File: config.mk
export PLATFORM = sky130hd
export DESIGN_NAME = digit_scan_ctrl_flat
export DESIGN_NICKNAME = d
export VERILOG_FILES = /design/src/rtl/digit_scan_ctrl_if.sv /design/src/rtl/digit_scan_ctrl.sv /design/src/flat_wrapper.sv
export SDC_FILE = /design/constraint.sdc
export NUM_CORES = 1
export LEC_CHECK = 0
export BUFFER_PORTS_ARGS = -buffer_cell sky130_fd_sc_hd__buf_2
export CORE_ASPECT_RATIO = 1.5
export CORE_MARGIN = 2
export CORE_UTILIZATION = 30
export CTS_BUF_LIST = sky130_fd_sc_hd__clkbuf_4 sky130_fd_sc_hd__clkbuf_8 sky130_fd_sc_hd__clkbuf_16
export DETAILED_ROUTE_END_ITERATION = 16
export HOLD_SLACK_MARGIN = 0.15
export SLEW_MARGIN = 20
export SYNTH_ARGS = -nofsm -noshare
export SYNTH_HDL_FRONTEND = slang
export SYNTH_SLANG_ARGS = --single-unit
File: constraint.sdc
create_clock -name clk -period 1.8 [get_ports clk]
set_clock_uncertainty 0.2 [all_clocks]
set_input_delay 0 -clock clk [delete_from_list [all_inputs] [get_ports clk]]
set_output_delay 0 -clock clk [all_outputs]
set_load 0.01 [all_outputs]
File: src/rtl/digit_scan_ctrl_if.sv
// Bundle of the load handshake and display-side signals of digit_scan_ctrl.
//   master : upstream/test side; drives en, load_valid, load_data and
//            observes load_ready plus the scan outputs.
//   slave  : the scan sequencer itself.
// Signals:
//   en          scan advance enable
//   load_valid  new 4-digit word offered
//   load_data   digit 0 in [W-1:0] .. digit 3 in [4W-1:3W]
//   load_ready  sequencer can accept load_data this cycle
//   sel_a/sel_b digit index MSB/LSB towards the 2-to-4 decoder
//   digit       value of the currently selected digit
//   blank       display must be dark this cycle
//   frame_done  one-cycle pulse after the digit 3 slot ends
interface digit_scan_ctrl_if #(
  parameter int unsigned W = 4
);
  logic           en;
  logic           load_valid;
  logic [4*W-1:0] load_data;
  logic           load_ready;
  logic           sel_a;
  logic           sel_b;
  logic [W-1:0]   digit;
  logic           blank;
  logic           frame_done;

  modport master (
    output en,
    output load_valid,
    output load_data,
    input  load_ready,
    input  sel_a,
    input  sel_b,
    input  digit,
    input  blank,
    input  frame_done
  );

  modport slave (
    input  en,
    input  load_valid,
    input  load_data,
    output load_ready,
    output sel_a,
    output sel_b,
    output digit,
    output blank,
    output frame_done
  );
endinterface

File: src/rtl/digit_scan_ctrl.sv
// Time-multiplexed scan sequencer for a 4-digit display. Rotates a 2-bit
// digit index (driving the A/B inputs of the 2-to-4 digit decoder) and
// presents the matching digit nibble. New 4-digit words are double-buffered
// and swapped in only at frame boundaries so a frame never mixes values.
// Ports:
//   clk  system clock, rising edge
//   rst  synchronous active-high reset
//   bus  digit_scan_ctrl_if slave modport (load handshake + scan outputs)
// Parameters:
//   DIV  clock cycles per digit slot (>= 2)
//   W    width of one digit value
module digit_scan_ctrl #(
  parameter int unsigned DIV = 4,
  parameter int unsigned W   = 4
) (
  input logic               clk,
  input logic               rst,
  digit_scan_ctrl_if.slave  bus
);

  localparam int unsigned CntW   = (DIV > 1) ? $clog2(DIV) : 1;
  localparam logic [CntW-1:0] CntMax = CntW'(DIV - 1);

  // A one-cycle slot would leave no lit time after the blanking gap.
  if (DIV < 2) begin : gen_div_check
    $error("digit_scan_ctrl: DIV must be at least 2");
  end

  logic [CntW-1:0] cnt_q, cnt_d;
  logic [1:0]      idx_q, idx_d;
  logic [4*W-1:0]  active_q, active_d;
  logic [4*W-1:0]  shadow_q, shadow_d;
  logic            pend_q, pend_d;
  logic            disp_valid_q, disp_valid_d;
  logic            frame_done_q, frame_done_d;

  logic advance;
  logic slot_end;
  logic wrap;
  logic load_fire;

  always_comb begin
    advance   = bus.en && disp_valid_q;
    slot_end  = (cnt_q == CntMax);
    wrap      = advance && slot_end && (idx_q == 2'd3);
    load_fire = bus.load_valid && !pend_q;
  end

  always_comb begin
    cnt_d        = cnt_q;
    idx_d        = idx_q;
    active_d     = active_q;
    shadow_d     = shadow_q;
    pend_d       = pend_q;
    disp_valid_d = disp_valid_q;
    frame_done_d = wrap;

    if (advance) begin
      if (slot_end) begin
        cnt_d = '0;
        idx_d = idx_q + 2'd1;  // 3 -> 0 wraps naturally
      end else begin
        cnt_d = cnt_q + CntW'(1);
      end
    end

    // Swap in the buffered word together with the return to digit 0.
    if (wrap && pend_q) begin
      active_d = shadow_q;
      pend_d   = 1'b0;
    end

    // load_fire implies pend_q == 0, so it never collides with the swap
    // above; a load landing on the wrap cycle waits for the next frame.
    if (load_fire) begin
      if (!disp_valid_q) begin
        active_d     = bus.load_data;
        disp_valid_d = 1'b1;
        cnt_d        = '0;
        idx_d        = 2'd0;
      end else begin
        shadow_d = bus.load_data;
        pend_d   = 1'b1;
      end
    end
  end

  always_ff @(posedge clk) begin
    if (rst) begin
      cnt_q        <= '0;
      idx_q        <= 2'd0;
      active_q     <= '0;
      shadow_q     <= '0;
      pend_q       <= 1'b0;
      disp_valid_q <= 1'b0;
      frame_done_q <= 1'b0;
    end else begin
      cnt_q        <= cnt_d;
      idx_q        <= idx_d;
      active_q     <= active_d;
      shadow_q     <= shadow_d;
      pend_q       <= pend_d;
      disp_valid_q <= disp_valid_d;
      frame_done_q <= frame_done_d;
    end
  end

  // Outputs depend on registered state only.
  logic [W-1:0] digit_mux;

  always_comb begin
    digit_mux = '0;
    unique case (idx_q)
      2'd0: digit_mux = active_q[0*W +: W];
      2'd1: digit_mux = active_q[1*W +: W];
      2'd2: digit_mux = active_q[2*W +: W];
      2'd3: digit_mux = active_q[3*W +: W];
      default: digit_mux = '0;
    endcase
  end

  assign bus.load_ready = ~pend_q;
  assign bus.sel_a      = idx_q[1];
  assign bus.sel_b      = idx_q[0];
  assign bus.digit      = digit_mux;
  // Dark before the first load and for the first cycle of every slot.
  assign bus.blank      = ~disp_valid_q | (cnt_q == '0);
  assign bus.frame_done = frame_done_q;

endmodule

File: src/flat_wrapper.sv
// flat-port wrapper written by rule: the top's interface ports become plain ports
module digit_scan_ctrl_flat 
#(
  parameter int unsigned DIV = 4,
  parameter int unsigned W   = 4
)
  (clk, rst, bus_en, bus_load_valid, bus_load_data, bus_load_ready, bus_sel_a, bus_sel_b, bus_digit, bus_blank, bus_frame_done);
  digit_scan_ctrl_if #(.W(W)) bus_i ();
  input logic clk;
  input logic rst;
  input wire logic [$bits(bus_i.en)-1:0] bus_en;
  input wire logic [$bits(bus_i.load_valid)-1:0] bus_load_valid;
  input wire logic [$bits(bus_i.load_data)-1:0] bus_load_data;
  output wire logic [$bits(bus_i.load_ready)-1:0] bus_load_ready;
  output wire logic [$bits(bus_i.sel_a)-1:0] bus_sel_a;
  output wire logic [$bits(bus_i.sel_b)-1:0] bus_sel_b;
  output wire logic [$bits(bus_i.digit)-1:0] bus_digit;
  output wire logic [$bits(bus_i.blank)-1:0] bus_blank;
  output wire logic [$bits(bus_i.frame_done)-1:0] bus_frame_done;
  assign bus_i.en = bus_en;
  assign bus_i.load_valid = bus_load_valid;
  assign bus_i.load_data = bus_load_data;
  assign bus_load_ready = bus_i.load_ready;
  assign bus_sel_a = bus_i.sel_a;
  assign bus_sel_b = bus_i.sel_b;
  assign bus_digit = bus_i.digit;
  assign bus_blank = bus_i.blank;
  assign bus_frame_done = bus_i.frame_done;
  digit_scan_ctrl #(.DIV(DIV), .W(W)) u_core (.clk(clk), .rst(rst), .bus(bus_i));
endmodule
## Word-level counts from Yosys, hierarchy flattened

Cells that the tools add are included.

- Bitwise gates (word level): 3
- Multiplexer cells: 15
- Add/sub/neg operators: 2
- $mul: 0
- Shifts and indexed selects: 0
- Div/mod/pow operators: 0
- Equality and inequality tests: 4
- $lt $le $gt $ge: 0
- Reduce and logical (&&, ||, !) cells: 9

Operators with widths:

| operator | count |
|---|---|
| 2-to-1 mux 16 bit | 3 |
| 2-to-1 mux 2 bit | 8 |
| case mux 4 bit (4 select lines) | 1 |
| equality test 2 bit (second input constant) | 3 |
| logical AND 1 bit | 5 |
| adder 2 x 1 -> 2 bit (second input constant) | 2 |
| zero test 2 bit | 2 |
| 2-to-1 mux 1 bit | 3 |
| equality test 2 x 1 -> 1 bit (second input constant) | 1 |
| NOT 1 bit | 2 |
| AND reduction 2 bit | 1 |
| zero test 1 bit | 1 |
| bitwise OR 1 bit | 1 |

- Output and inout port bits: 9
- Logic and storage cells: 40
- Bits in latches: 0
- RAM bits: 0
- Input bits: 20
- Memories kept: 0
- Bits in registers: 39
- Bits in read-only memories: 0

## Longest topological paths before layout

- Depth after elaboration: 7
- Depth in mapped cells: 6
- Depth with buffers taken out: 4

## Least setup slack after synthesis

Ideal clock, no wire load.

- Path type: register to register
- Start: register u_core.idx_q[0]
- End: register u_core.active_q[15]
- Path buffers: 2
- Required time: 1.512 ns
- Library setup time: 0.088 ns
- Clock period less this slack: 1.795 ns
- Slack: 0.005 ns
- Data arrival time: 1.507 ns
- Cell stages (with the launch flop): 7
- Cells stage by stage: dfxtp_1 ha_1 and2_1 clkbuf_2 buf_2 nand3_1 a311oi_2

- Word-level cells in the longest chain between the ends: 6

RTL lines:

| item | line | RTL |
|---|---|---|
| start: declaration | digit_scan_ctrl.sv:30 | `logic [1:0] idx_q, idx_d;` |
| start signal: assignment | digit_scan_ctrl.sv:99 | `idx_q <= idx_d;` |
| equality test 2 bit * | digit_scan_ctrl.sv:45 | `wrap = advance && slot_end && (idx_q == 2'd3);` |
| logical AND 1 bit * | digit_scan_ctrl.sv:45 |  |
| logical AND 1 bit * | digit_scan_ctrl.sv:68 | `if (wrap && pend_q) begin` |
| 2-to-1 mux 16 bit * | digit_scan_ctrl.sv:68 |  |
| 2-to-1 mux 16 bit | digit_scan_ctrl.sv:76 | `if (!disp_valid_q) begin` |
| 2-to-1 mux 16 bit * | digit_scan_ctrl.sv:75 | `if (load_fire) begin` |
| end signal: assignment | digit_scan_ctrl.sv:100 | `active_q <= active_d;` |
| end: declaration | digit_scan_ctrl.sv:31 | `logic [4*W-1:0] active_q, active_d;` |

Mark *: on every way between the ends. The rest lies on a longest branch, timed or not.
A chain may end at the register's enable or synchronous reset.

## Worst setup path after layout

- Start: register u_core.idx_q[0]
- End: output port bus_digit[2]

- Word-level cells in the longest chain between the ends: 2
- Elaborated cells between the ends (all ways): 5
- Classes of those cells: eq/ne (3); mux (1); reduce/logical (1)

RTL lines:

| item | line | RTL |
|---|---|---|
| equality test 2 bit, or another cell as far along | digit_scan_ctrl.sv:113 | `unique case (idx_q)` |
| case mux 4 bit (4 select lines) * | digit_scan_ctrl.sv:113 |  |
| end: declaration | flat_wrapper.sv:17 | `output wire logic [$bits(bus_i.digit)-1:0] bus_digit;` |

Marked as above.

==> results.toml <==
[place]
port_buffers = 28
dp_hpwl_um = 3090
routabilityCongestion = 0.790
placed_area_um2 = 2050
numPlacedInstances = 310

[global_route]
grt_antenna_before_repair = 0
grt_usage = 0.148
grt_overflow = 0
grt_pass1_wl_um = 7710
grt_max_degree = 40
grt_pass1_vias = 1654

[clocking]
clkTransAtPathRegs_ns = 0.07
cts_tree = "yes"
clk_path_buf_depth = 2
clock_latency_ns = 0.29
root_buffer = "clkbuf_8"
clkSinkCount = 39
cts.htree.levels = 2
cts_buffers = 5

[die]
num_rows = 34
die_h_um = 99.6
initial_utilization = 0.314
fp.coreArea_um2 = 5830
fp.dieW_um = 67.8
die_area_um2 = 6750
ios = 29

[sta]
fin_crit_sh = 0.968
setup_tns_ns = 0
worst_slew_pin_slew_ns = 0.548
rsz0062_at_grt = "yes"
period_needed_ns = 1.74
finalHoldViolCount = 0
setup_viol = 0
fmax_ghz = 0.574
slew_headroom = 0.634
drv_slew = 0

[yosys]
syn-cell-area_um2 = 1830
synthTopCellsByArea = "dfxtp_1 (43%), nand2_1 (7.0%), a21oi_1 (4.9%), a311oi_2 (4.9%), a311oi_1 (4.8%)"
ys_seq_area_frac = 0.427
synth_ff_type = "dfxtp_1"
yosys_warnings = 0
syn_area_per_cell_um2 = 8.39
synth_edf_count = 0
synth_seq_cells = 39
syn_inst = 218
ys_types = 28
synth_area_leader_cell = "dfxtp_1"
synthesis.nets = 244
synth.top_cell.area_share = 0.427
synthArstFlopShare = 0

[detailed_routing]
wl_per_cell_um = 13.8
vias_per_cell = 5.09
wirelength_um = 4670
route.detailed.drc = 0
drt_iter0_drc = 135
dr.pass1.iters = 4
num_vias = 1726
drt.antenna.violating_nets = 0

[finish]
final_common_cell = "dfxtp_1"
drive_gt1_frac = 0.228
fillers = 575
nets = 292
layout_common_cells = "dfxtp_1 (37), nand2_1 (34), buf_2 (28)"
fin_area_um2 = 2410
antennaDiodeCount = 0
synthToLayoutAreaGrowth_pct = 32.0
multiInputGateArea_um2 = 935
seqCellArea_um2 = 783
layout.cells.non_filler = 339

[flow_run]
maxCapViolCount = 0

[critical_path]
crit_family = "flip-flops"
cp_max_fo = 4
cp_num_buf_inv = 2
setup.worst_path.end_class = "output pin"
path_class = "reg2out"
cp-start-kind = "register"
max_stage_delay_ns = 0.33
crit_arrival_ns = 1.54
cp.required_ns = 1.60
worstPathCellList = "ha_2 > buf_4 > a222oi_1 > mux2i_1 > buf_2"
critPathSlowestCell = "dfxtp_2"

[power_and_ir_drop]
power_density_nw_per_um2 = 807
p_leak_nw = 0.925
peakVddDrop_mv = 0.391

[min_path]
min_path_type = "reg2reg"

[run_status]
status = "complete, no violations"
[final cells by class]
cell class | count | area share
Multi-Input combinational cell | 151 | 0.387
Sequential cell | 39 | 0.324
Timing Repair Buffer | 60 | 0.187
Tap cell | 72 | 0.0373
Clock buffer | 6 | 0.0342
Inverter | 9 | 0.0161
Clock inverter | 2 | 0.0145
[registers in the layout, indices dropped and copies added, names as in the netlist]
register / flops
u_core.active_q: 16
u_core.shadow_q: 16
u_core.pend_q: 1
u_core.bus.frame_done: 1
u_core.idx_q: 2
u_core.disp_valid_q: 1
u_core.cnt_q: 2
[cells by family (layout without fill, tap and decap cells)]
family / Yosys count / after routing / synth area share
AO/OA/AOI/OAI: 54 / 54 / 0.212
XOR/XNOR: 1 / 1 / 0.00479
adder cells (fa/ha/maj): 6 / 6 / 0.0410
buffers and inverters: 28 / 77 / 0.0773
flip-flops: 39 / 39 / 0.427
multiplexers: 7 / 7 / 0.0383
AND/OR/NAND/NOR: 83 / 83 / 0.200
[stage by stage]
stage,total power [mW],setup slack (ns),util,hold slack [ns]
floorplan,1.11,0.00526,-,-0.0640
global route,2.04,-0.0594,0.414,0.281
finish,1.95,0.0573,0.414,0.259
detailed placement,1.18,0.154,0.351,0.0582
CTS,1.97,0.000814,0.411,0.257
global placement,1.17,0.182,0.351,0.0526
[synth_stat cells (all sizes together), types with 4 or more instances]
| library cell | n |
|---|---|
| a21oi | 18 |
| a222oi | 4 |
| a311oi | 16 |
| buf | 12 |
| clkbuf | 7 |
| dfxtp | 39 |
| ha | 6 |
| inv | 9 |
| mux2i | 7 |
| nand2 | 34 |
| nand3 | 17 |
| nor2 | 20 |
| nor3 | 4 |
| o21ai | 16 |
[power by group]
group          internal [mW]  total (mW)  leakage, nW  switching (mW)
clock network          0.449       0.757       0.0612           0.308
registers              0.916       0.948        0.320          0.0327
logic                  0.115       0.243        0.543           0.128
[tightest hold or removal path, stage by stage, from the launching register on]
cell and delay (ns):
dfxtp_1 0.31, nand2_1 0.05, a21oi_1 0.05
[routing by layer]
| metal | track usage | vias to the layer above | wire, um |
|---|---|---|---|
| met2 | 0.236 | 38 | 2350 |
| met5 | 0 | - | 0 |
| li1 | - | 867 | - |
| met3 | 0.0294 | 6 | 178 |
| met4 | 0.0659 | 0 | 105 |
| met1 | 0.188 | 815 | 2040 |
[worst paths after layout]
path,start,end,slack (ns),depth (start not counted)
hold reg to reg,u_core.shadow_q[1]$_SDFFE_PP0P_,u_core.shadow_q[1]$_SDFFE_PP0P_,0.26,2
hold / removal,u_core.shadow_q[1]$_SDFFE_PP0P_,u_core.shadow_q[1]$_SDFFE_PP0P_,0.26,2
setup reg to reg,u_core.cnt_q[0]$_SDFF_PP0_,u_core.active_q[15]$_SDFF_PP0_,0.16,5
setup / recovery,u_core.idx_q[0]$_SDFF_PP0_,bus_digit[2],0.06,5
[repair_timing]
item / in CTS / in global routing
buffers inserted: 1 / 0
endpoints found under the hold margin: 39 / 0
gates resized for setup: 7 / 6
pin swaps: 2 / 4
endpoints found under the setup margin: 4 / 4
hold buffers: 20 / 0
Note: power is estimated with default switching activity, not from simulation.
